**src/rtl/stepper_axis_driver.sv**
```systemverilog
// Stepper axis driver: step/dir pulse generator with signed position counter.
// Optional soft position limits enabled by defining STEPPER_SOFT_LIMIT_EN.
module stepper_axis_driver #(
  parameter int unsigned       PRESCALE    = 100,
  parameter int unsigned       PULSE_WIDTH = 200,
  parameter int unsigned       DIR_SETUP   = 100,
  parameter logic signed [31:0] POS_MIN    = -32'sd20000,
  parameter logic signed [31:0] POS_MAX    = 32'sd20000
) (
  input  logic        clock,
  input  logic        ctrl_reset_n,
  input  logic [31:0] speed_in,
  input  logic [31:0] dir_in,
  input  logic        home_in,
  output logic        step_out,
  output logic        dir_out,
  output logic [31:0] current_pos,
  output logic        busy,
  output logic        limit_hit
);

`ifdef STEPPER_SOFT_LIMIT_EN
  localparam logic LimEn = 1'b1;
`else
  localparam logic LimEn = 1'b0;
`endif

  typedef enum logic [1:0] {
    IDLE, SETUP, HIGH, LOW
  } state_t;

  state_t state, stateN;
  logic [31:0] setupCnt, setupN;
  logic [31:0] pulseCnt, pulseN;
  logic [47:0] elapsed;
  logic [47:0] period, periodN;
  logic        stepN, dirN, limitN, rise;
  logic signed [31:0] pos;
  logic [15:0] speed;
  logic        blocked;
  logic        unusedBits;

  assign speed      = speed_in[15:0];
  assign unusedBits = ^{speed_in[31:16], dir_in[31:1]};

  function automatic logic [47:0] calcPeriod(input logic [15:0] spd);
    logic [47:0] raw;
    logic [47:0] minT;
    raw  = 48'(spd) * 48'(PRESCALE);
    minT = 48'(PULSE_WIDTH) << 1;
    return (raw > minT) ? raw : minT;
  endfunction

  // A rising edge is withheld when the next step would pass a soft limit
  assign blocked = LimEn &
    ((dir_out && (pos >= POS_MAX)) ||
     (!dir_out && (pos <= POS_MIN)));

  assign busy        = (state != IDLE);
  assign current_pos = pos;

  // Next-state and registered-output decisions
  always_comb begin
    stateN  = state;
    setupN  = setupCnt;
    pulseN  = pulseCnt;
    periodN = period;
    stepN   = step_out;
    dirN    = dir_out;
    limitN  = 1'b0;
    rise    = 1'b0;
    unique case (state)
      IDLE: begin
        if (speed != 16'd0) begin
          stateN  = SETUP;
          dirN    = dir_in[0];
          setupN  = 32'(DIR_SETUP);
          periodN = calcPeriod(speed);
        end
      end
      SETUP: begin
        if (setupCnt <= 32'd1) begin
          if (blocked) begin
            limitN = 1'b1;
          end else begin
            stateN = HIGH;
            stepN  = 1'b1;
            rise   = 1'b1;
            pulseN = 32'(PULSE_WIDTH);
          end
        end else begin
          setupN = setupCnt - 32'd1;
        end
      end
      HIGH: begin
        if (pulseCnt <= 32'd1) begin
          stateN = LOW;
          stepN  = 1'b0;
        end else begin
          pulseN = pulseCnt - 32'd1;
        end
      end
      LOW: begin
        if (elapsed >= period) begin
          if (speed == 16'd0) begin
            stateN = IDLE;
          end else if (dir_in[0] != dir_out) begin
            stateN  = SETUP;
            dirN    = dir_in[0];
            setupN  = 32'(DIR_SETUP);
            periodN = calcPeriod(speed);
          end else if (blocked) begin
            limitN = 1'b1;
          end else begin
            stateN  = HIGH;
            stepN   = 1'b1;
            rise    = 1'b1;
            pulseN  = 32'(PULSE_WIDTH);
            periodN = calcPeriod(speed);
          end
        end
      end
      default: stateN = IDLE;
    endcase
  end

  // State, counters and pin registers
  always_ff @(posedge clock or negedge ctrl_reset_n) begin
    if (!ctrl_reset_n) begin
      state     <= IDLE;
      setupCnt  <= '0;
      pulseCnt  <= '0;
      period    <= '0;
      elapsed   <= '0;
      step_out  <= 1'b0;
      dir_out   <= 1'b0;
      limit_hit <= 1'b0;
    end else begin
      state     <= stateN;
      setupCnt  <= setupN;
      pulseCnt  <= pulseN;
      period    <= periodN;
      step_out  <= stepN;
      dir_out   <= dirN;
      limit_hit <= limitN;
      if (rise)
        elapsed <= 48'd1;
      else if (elapsed != '1)
        elapsed <= elapsed + 48'd1;
    end
  end

  // Position: homing overrides the step update
  always_ff @(posedge clock or negedge ctrl_reset_n) begin
    if (!ctrl_reset_n)
      pos <= '0;
    else if (home_in)
      pos <= '0;
    else if (rise)
      pos <= dir_out ? (pos + 32'sd1) : (pos - 32'sd1);
  end

endmodule
```
**config.mk**
```make
export PLATFORM = sky130hd
export DESIGN_NAME = stepper_axis_driver
export DESIGN_NICKNAME = d
export VERILOG_FILES = /design/src/rtl/stepper_axis_driver.sv
export SDC_FILE = /design/constraint.sdc
export NUM_CORES = 1
export LEC_CHECK = 0
export ABC_AREA = 1
export CAP_MARGIN = 0
export CELL_PAD_IN_SITES_DETAIL_PLACEMENT = 0
export CELL_PAD_IN_SITES_GLOBAL_PLACEMENT = 1
export CORE_UTILIZATION = 28
export CTS_CLUSTER_DIAMETER = 60
export CTS_CLUSTER_SIZE = 12
export DETAILED_ROUTE_END_ITERATION = 16
export GPL_TIMING_DRIVEN = 0
export PLACE_DENSITY = 0.55
export REMOVE_ABC_BUFFERS = 1
export SLEW_MARGIN = 30
export SYNTH_ARGS = -nofsm -noshare
export SYNTH_HDL_FRONTEND = slang
export SYNTH_SLANG_ARGS = --single-unit
export TNS_END_PERCENT = 20
```
**constraint.sdc**
```tcl
create_clock -name clock -period 2.8 [get_ports clock]
set_input_delay 0.56 -clock clock [delete_from_list [all_inputs] [get_ports clock]]
set_output_delay 0.56 -clock clock [all_outputs]
set_load 0.05 [all_outputs]
```
==> After elaboration in Yosys (flattened, before gate mapping) <==
Index checks and enable logic that the tools add are counted.
{ "totals": {"register_bits": 196, "input_bits": 67, "out_inout_bits": 36, "elab_cells": 92} }
{ "classes": {"n_addsub": 5, "mul": 1, "n_lt_le_gt_ge": 4, "n_eq_ne": 14, "mux": 45, "n_reduce_logical": 15} }
{ "op_table": {"columns": ["op", "count"], "rows": [
  ["$mux 32", 13],
  ["$mux 48", 5],
  ["$pmux 32 s3", 2],
  ["$pmux 48 s2", 1],
  ["$le 32x1->1 const B", 2],
  ["$sub 32x1->32 const B", 2],
  ["$add 48x1->48 const B", 1],
  ["$ge 48x48->1", 1],
  ["$ne 48x48->1 const B", 1],
  ["$add 32x2->32 const B", 1],
  ["$sub 32x2->32 const B", 1],
  ["$gt 23x9->1 const B", 1],
  ["$mux 23", 1],
  ["$mul 16x5->21 const B", 1],
  ["$ne 2x2->1 const B", 9],
  ["$reduce_and 6->1", 3],
  ["$logic_not 16->1", 1],
  ["$reduce_bool 16->1", 1],
  ["$mux 1", 13],
  ["$mux 2", 6],
  ["$pmux 2 s4", 1],
  ["$reduce_and 4->1", 2],
  ["$reduce_bool 2->1", 4],
  ["$reduce_bool 3->1", 2],
  ["other kinds (7)", 9]
]} }

==> Logic depth before layout (Yosys ltp) <==
Gate-level depths: netlist of run 1.
{ "logic_depth": {"word_depth": 7, "mapped_depth": 22, "ltp_nobuf": 22} }

==> Worst setup path before layout of run 1 <==
No wires, ideal clock.
{ "synth_timing": {"path_type": "input port to flip-flop", "start": "input port speed_in[8]", "end": "register period[2]", "setup_time_ns": 0.118, "t_arrival_ns": 3.189, "required_ns": 2.682, "setup_slack_ns": -0.507, "stages": 19, "path_buffers": 0, "path_cell_list": "inv_1 -> ha_1 -> ha_1 -> inv_1 -> fa_1 -> inv_1 -> ha_1 -> nand2_1 -> inv_1 -> a21oi_1 -> inv_1 -> a21oi_1 -> nand2_1 -> nand2_1 -> nand2_1 -> nor2_1 -> nand4_1 -> nand2_1 -> nand2_1"} }
{ "synth_between": {"elab_chain_cells": 6, "elab_cells_between_ends": 12, "classes_between": "mul: 1; order compare: 1; eq/ne: 2; mux: 5; reduce/logical: 3"} }
{ "synth_rtl": {"columns": ["item", "line_no", "text"], "rows": [
  ["from (decl)", "12", "input logic [31:0] speed_in,"],
  ["$mul 16x5->21", "49", "raw = 48'(spd) * 48'(PRESCALE);"],
  ["$gt 23x9->1", "51", "return (raw > minT) ? raw : minT;"],
  ["$mux 23", "51", null],
  ["$mux 48", "105", "if (speed == 16'd0) begin"],
  ["$mux 48", "104", "if (elapsed >= period) begin"],
  ["$pmux 48 s2", "72", "unique case (state)"],
  ["to (signal assigned)", "142", "period <= periodN;"],
  ["to (decl)", "36", "logic [47:0] period, periodN;"]
]} }
Parallel ways exist; a longest one is shown, timed or not. The select of a mux whose other input is x is not followed.
A chain may end at the register's enable or synchronous reset.

==> Worst setup path in the final report of run 1 <==
{ "layout_timing": {"start": "input port speed_in[7]", "end": "register period[3]"} }
The elaborated chain is that of the path after synthesis.

==> metrics.md, run 1 <==
| Metric | Value |
|---|---|
| Status | finished with violations |
| Failing checks | negative setup slack |
| Worst EP arrival | 3.37 ns |
| GRT overflow | 0 |
| Die Area | slightly above 50,000 um^2 |
| Avg Cell Area, Syn | between 6 and 7 um^2 |
| Most common cell after layout, fill and taps aside | nand2_1 |
| Kind of critical path | in -> reg |
| CTS clock-pin slew for the worst setup and hold paths | about 0.06 ns |
| DRT Pass-1 Iters | 5 |
| First-pass GRT wire length | 69.9 mm |
| Largest net degree at the start of global routing | 66 |
| Hold worst-path end | period[4] |
| Fmax | between 300 and 400 MHz |
| Reg2reg setup slack | around 0.11 ns |
| Worst Setup End Kind | register |
| Worst r2r src | pulseCnt[0] |
| Comb pwr share | between 50% and 60% |
| Initial Utilization | 28.5% |
| Final hold violation count | 0 |
| Cell taking the most area after synthesis | dfrtp_1 |
| CTS max path bufs | 2 |
| Hold WS | 0.398 ns |
| GRT Util Overall | 17.9% |
| Reg2reg end | pulseCnt[14] |
| FF+latch count, synth | 169 |
| Ant diodes | 0 |
| Routed WL | 44.4 mm |
| Fin nets | 2,290 |
| Seq/Total Area, Yosys | 30.3% |
| Worst-path maximum fanout | 6 |
| CTS HTree Levels | 4 |
| Worst hold path depth | 3 |
| CTS Buf Count | 17 |
| Synth area leaders | dfrtp_1 (30%), nand2_1 (14%), ha_1 (11%) |
| Most frequent cells in the layout | nand2_1 (490), nor2_1 (261), inv_1 (197) |
| Worst path required time | around 3.2 ns |
| Cell internal pwr | about 6.9 mW |
| Cell chosen for the clock root | clkbuf_16 |
| Max Slew Vio Count | 0 |
| Gpl congestion | 0.857 |
| Initial antenna violation count | 0 |
| Setup WS post-layout | -0.197 ns |
| Top cell type's share of synthesized area | 30.3% |
| Vias | around 13,000 |
| Post-route ant nets | 0 |
| Period utilisation layout | 107% |
| Vias per std cell | ~4.7 |
| Final min period | ~3 ns |
| Layout cell share with drive strength beyond 1 | between 10% and 20% |
| Dpl ws | -1.80 ns |
| Sequential Power Share | around a quarter |
| Initial drt markers | about 740 |
| Detailed-route wire length per cell | 16.0 um |
| RSZ-0062 raised after global routing | yes |
| Area Growth Syn to Fin | 22.3% |
| Total standard cell area after synthesis | about 14,000 um^2 |
| Peak supply drop | between 0.5 and 0.6 mV |
| Post-Syn Instances | 2,008 |
| Worst-skew pair later-pin latency | approximately 0.50 ns |
| Cell Rows | 81 |
| # DRC | 0 |
| Max-cap viol count | 0 |
| TritonCTS clock tree | yes |
| I/O Buffers | 54 |
| Synth Warn # | 0 |
| Synth unique cells | between 40 and 50 |
| Core region area | 49,100 um^2 |
| R2R depth | 9 |
| Slew HR | a little over two fifths |
| Least-Margin Pin Slew | 0.839 ns |
| Hpwl dp | between 30 and 40 mm |
| P_sw | around 7.0 mW |
| Setup violators final | 7 |
| # clock sinks | about 170 |
| Sw Ratio | around 50% |
| Power Dens Cells | just over 800 nW/um^2 |
| Die width | approximately 230 um |
| Pleak | approximately 8 nW |
| Clock skew | around 0.017 ns |
| I/O pins | around 100 |
| Hold path start | speed_in[2] |
| Setup crit start kind | input pin |
| Die H | 225 um |
| Clock share of power | between 15 and 20% |
| Hold WC Path Type | in -> reg |
| Vias in the first global route | roughly 12,000 |
==> final cells by class <==
class                           instances  area [um^2]
Clock buffer                           19          453
Fill cell                            5349        32000
Multi-Input combinational cell       1571         9590
Timing Repair Buffer                   91          915
Sequential cell                       169         4230
Timing Repair inverter                  1         5.00
Clock inverter                         13          119
Tap cell                              664          831
Inverter                              238          938
==> worst max-delay path: stages <==
cell and delay (ns):
buf_8 0.10, inv_6 0.03, ha_4 0.23, ha_4 0.26
inv_2 0.03, fa_1 0.49, inv_2 0.06, ha_4 0.25
nand2_2 0.07, nand2_2 0.07, buf_4 0.15, a21oi_4 0.16
inv_1 0.07, a21oi_2 0.14, nand2_1 0.06, nand2_1 0.05
nand2_1 0.08, nor2_1 0.11, nand4_1 0.14, buf_6 0.17
nand2_2 0.05, nand2_1 0.04
==> sequential cells by signal, summed over array words and instances (netlist names) <==
register     count
pulseCnt        32
state            2
dir_out          1
setupCnt        32
current_pos     32
step_out         1
elapsed         48
period          21
==> logic make-up after synthesis <==
family / after synthesis / share of synthesized area (%)
xor+xnor: 106 / 6.65
buf+inv: 274 / 7.89
fa+ha+maj: 134 / 12.7
other cells: 1 / 0.0269
simple gates: 1075 / 33.1
flops: 169 / 30.3
compound gates: 249 / 9.37
==> routing by layer <==
metal	track usage, %	part of all wire (%)	up-vias
li1	-	-	6682
met1	25.3	50	6139
met2	27.7	44	181
met3	3.12	3.5	33
met4	5.11	1.5	0
met5	0	0	-
==> stage by stage <==
stage           TNS, ns  power, mW  cell area, um^2  std cells  utilization, %
2_1_floorplan     -4.63       8.57            13800       1972               -
3_3_place_gp   -1304.71       10.6            15100       2690            30.8
3_5_place_dp    -136.50       10.6            15200       2692            31.0
4_1_cts           -1.88       13.9            16700       2751            34.1
5_1_grt           -6.59       15.3            17100       2766            34.8
6_report          -1.25       13.9            17100       2766            34.8
==> synthesized netlist by cell type, drive strengths merged <==
library cell / count
a21o: 6
nand4: 40
a31oi: 3
dfrtp: 169
nor2: 280
o21bai: 6
nand3b: 14
or2: 24
conb: 1
fa: 12
clkbuf: 13
a21oi: 70
o211ai: 2
a211oi: 1
nand3: 115
o21ai: 154
nor3b: 1
o2111ai: 2
o21a: 2
xor2: 76
nor4: 15
ha: 122
xnor2: 30
and2: 1
a311oi: 1
nor3: 45
inv: 238
buf: 23
nand2: 540
a21boi: 2
==> power by group through the flow <==
stage                     sequential (mW)  combinational (mW)  clock (mW)
after floorplan                      3.45                5.13           0
after global placement               3.41                7.17           0
after detailed placement             3.42                7.21           0
after CTS                            3.38                7.96        2.55
after global routing                 3.46                9.19        2.63
final                                3.38                8.11        2.43
==> worst max-delay path by stage <==
| stage | startpoint | end | slack [ns] | cells after the start |
|---|---|---|---|---|
| global placement | ctrl_reset_n | setupCnt[3] | -6.91 | 1 |
| global route | speed_in[7] | period[3] | -0.31 | 22 |
| finish | speed_in[7] | period[3] | -0.20 | 22 |
| CTS | speed_in[7] | period[3] | -0.15 | 24 |
| detailed placement | speed_in[2] | period[3] | -1.80 | 21 |
| floorplan | speed_in[8] | period[2] | -0.51 | 19 |
==> what timing repair did <==
item | in CTS | in global routing
gates resized for setup | 240 | 71
hold buffers | 1 | 0
gates cloned | 4 | 3
setup buffers | 22 | 12
endpoints found under the hold margin | 44 | 0
pin swaps | 64 | 39
endpoints found under the setup margin | 154 | 109
Power figures use the tool's default switching activity.
==> run 2: changes to the inputs <==
Settings changed: GPL_ROUTABILITY_DRIVEN set to 1, REMOVE_ABC_BUFFERS 1 to unset.
==> metrics.md, run 2 (synthesis results as in run 1) <==
| Metric | Value |
|---|---|
| Largest stage delay, worst path | ~0.5 ns |
| Most flop-heavy register | elapsed |
| Ant diodes | 0 |
| Hold worst-path end | period[4] |
| Initial Utilization | between 20% and 30% |
| TritonCTS clock tree | yes |
| Slew HR | about 39% |
| CTS HTree Levels | 4 |
| CTS max path bufs | 2 |
| Most frequent cells in the layout | nand2_1 (487), nor2_1 (261), inv_1 (196) |
| Initial drt markers | 692 |
| R2R depth | 13 |
| Worst r2r src | elapsed[17] |
| Layout cell share with drive strength beyond 1 | roughly 14% |
| Setup WS post-layout | -0.150 ns |
| Largest net degree at the start of global routing | between 70 and 80 |
| Cell chosen for the clock root | clkbuf_16 |
| Sequential Power Share | about a quarter |
| Setup violators final | 7 |
| Max Slew Vio Count | 0 |
| Max FFs per register | 48 |
| Worst Setup End Kind | register |
| Area Growth Syn to Fin | 21.9% |
| Gpl congestion | about 0.87 |
| Worst-skew pair later-pin latency | 0.49 ns |
| Worst Path Buf+Inv | 7 |
| Final hold violation count | 0 |
| Peak supply drop | between 0.5 and 0.6 mV |
| Cell internal pwr | slightly above 7 mW |
| Hpwl dp | around 35 mm |
| Clock share of power | between 10% and 20% |
| Least-Margin Pin Slew | 0.910 ns |
| Max-cap viol count | 0 |
| Core region area | approximately 49,000 um^2 |
| Fin nets | between 2,000 and 2,500 |
| Reg2reg end | elapsed[25] |
| P_sw | a little under 7 mW |
| Placed cell areas | around 16,000 um^2 |
| Vias per std cell | roughly 4.7 |
| Sw Ratio | between 40% and 50% |
| RSZ-0062 raised after global routing | yes |
| Comb pwr share | 57.9% |
| CTS clock-pin slew for the worst setup and hold paths | roughly 0.07 ns |
| Pleak | roughly 8.2 nW |
| Clock skew | 0.0164 ns |
| CTS Buf Count | 17 |
| Period utilisation layout | 105% |
| Critical Path Slowest Stage Cell | fa_1 |
| DRT Pass-1 Iters | 5 |
| Routed WL | 44.2 mm |
| Fin util | between 30% and 40% |
| Detailed-route wire length per cell | between 15 and 20 um |
| Most frequent CP cell | nand2_1 |
| Fmax | about 340 MHz |
| Final min period | roughly 2.9 ns |
| Total chip power | between 10 and 15 mW |
| Setup TNS | -0.958 ns |
| First-pass GRT wire length | between 70 and 80 mm |
| Cell Rows | 81 |
| Status | finished with violations |
| Dpl ws | -1.72 ns |
| Die Area | slightly above 50,000 um^2 |
| Worst path required time | 3.19 ns |
| Reg2reg setup slack | ~0.18 ns |
| Die H | about 230 um |
| GRT Util Overall | 18.1% |
| Worst path depth | 24 |
| # clock sinks | 169 |
| Synthesized Nets | between 2,000 and 2,500 |
| Worst hold path depth | 3 |
| I/O pins | 103 |
| Post-route ant nets | 0 |
| Kind of critical path | in -> reg |
| Power Dens Cells | ~830 nW/um^2 |
| Hold WC Path Type | in -> reg |
| Worst EP arrival | between 3 and 4 ns |
| Hold path start | speed_in[2] |
| CP delay by family, top | adder cells |
| Worst-path maximum fanout | 7 |
| Final non-filler cell area | 17,000 um^2 |
| Vias | around 13,000 |
| Setup crit start kind | input pin |
| Number of fill cells | 5,360 |
| I/O Buffers | 54 |
| # DRC | 0 |
| Die width | between 200 and 250 um |
| Vias in the first global route | between 10,000 and 15,000 |
| Failing checks | negative setup slack |
| GRT overflow | 0 |
| Cell Chain, Critical Path | buf_12 -> clkinv_8 -> ha_4 -> ha_4 -> inv_2 -> fa_1 -> inv_2 -> ha_4 -> nand2_4 -> inv_2 -> nand2_2 -> nand2_2 -> inv_2 -> nand2_2 -> nand2_1 -> nand2_1 -> nand2_1 -> nor2_1 -> nand2_1 -> nor2_2 -> nand4_1 -> buf_6 -> nand2_2 -> nand2_1 |
| Most common cell after layout, fill and taps aside | nand2_1 |
| Initial antenna violation count | 1 |
## run 2: power by group through the flow
stage               clock (mW)  sequential (mW)  combinational (mW)
CTS                       2.64             3.40                8.08
finish                    2.53             3.39                8.14
detailed placement           0             3.43                7.81
global placement             0             3.43                7.78
floorplan                    0             3.45                5.60
global route              2.71             3.46                9.31
## run 2: layout make-up
type	instances	area (um^2)	area share [%]
Buffer	36	211	1.24
Clock buffer	20	457	2.68
Clock inverter	11	136	0.801
Inverter	238	943	5.54
Multi-Input combinational cell	1565	9390	55.2
Sequential cell	169	4230	24.9
Tap cell	664	831	4.88
Timing Repair Buffer	82	826	4.85
## run 2: what timing repair did
action,4_1_cts,5_1_grt
hold buffers,1,0
endpoints found under the hold margin,38,0
gates cloned,0,0
resized for setup,149,58
setup buffers,11,14
endpoints found under the setup margin,98,99
pin swaps,44,50
## run 2: worst max-delay path by stage
| stage | start | slack (ns) | end |
|---|---|---|---|
| after floorplan | speed_in[5] | -0.29 | period[2] |
| after global placement | ctrl_reset_n | -6.91 | current_pos[24] |
| after detailed placement | speed_in[5] | -1.72 | period[2] |
| after CTS | speed_in[4] | -0.09 | period[2] |
| after global routing | speed_in[10] | -0.28 | period[6] |
| final | speed_in[7] | -0.15 | period[2] |
## run 2: layer usage
layer  track usage [%]  up-vias  routed length, um
met5                 0        -                 15
met2              28.6      170              19800
met4              6.21        2                949
li1                  -     6700                  -
met3              2.95       44               1300
met1              25.0     6049              22100
## run 2: tightest hold or removal path: cells and delay by family
| kind | cells | cell delay (ns) |
|---|---|---|
| compound gates | 1 | 0.12 |
| buf+inv | 1 | 0.10 |
| simple gates | 1 | 0.05 |
## run 2: metrics by stage
stage                     hold WS (ns)  std cells
after floorplan                  0.264       2008
after global placement           0.470       2726
after detailed placement         0.471       2728
after CTS                        0.350       2771
after global routing             0.397       2785
final                            0.390       2785
==> run 3: changes to the inputs <==
Settings changed: CTS_CLUSTER_DIAMETER 60 to 30.
==> results of run 3 <==
Final layout, timing and power as in run 2 (identical DEF).
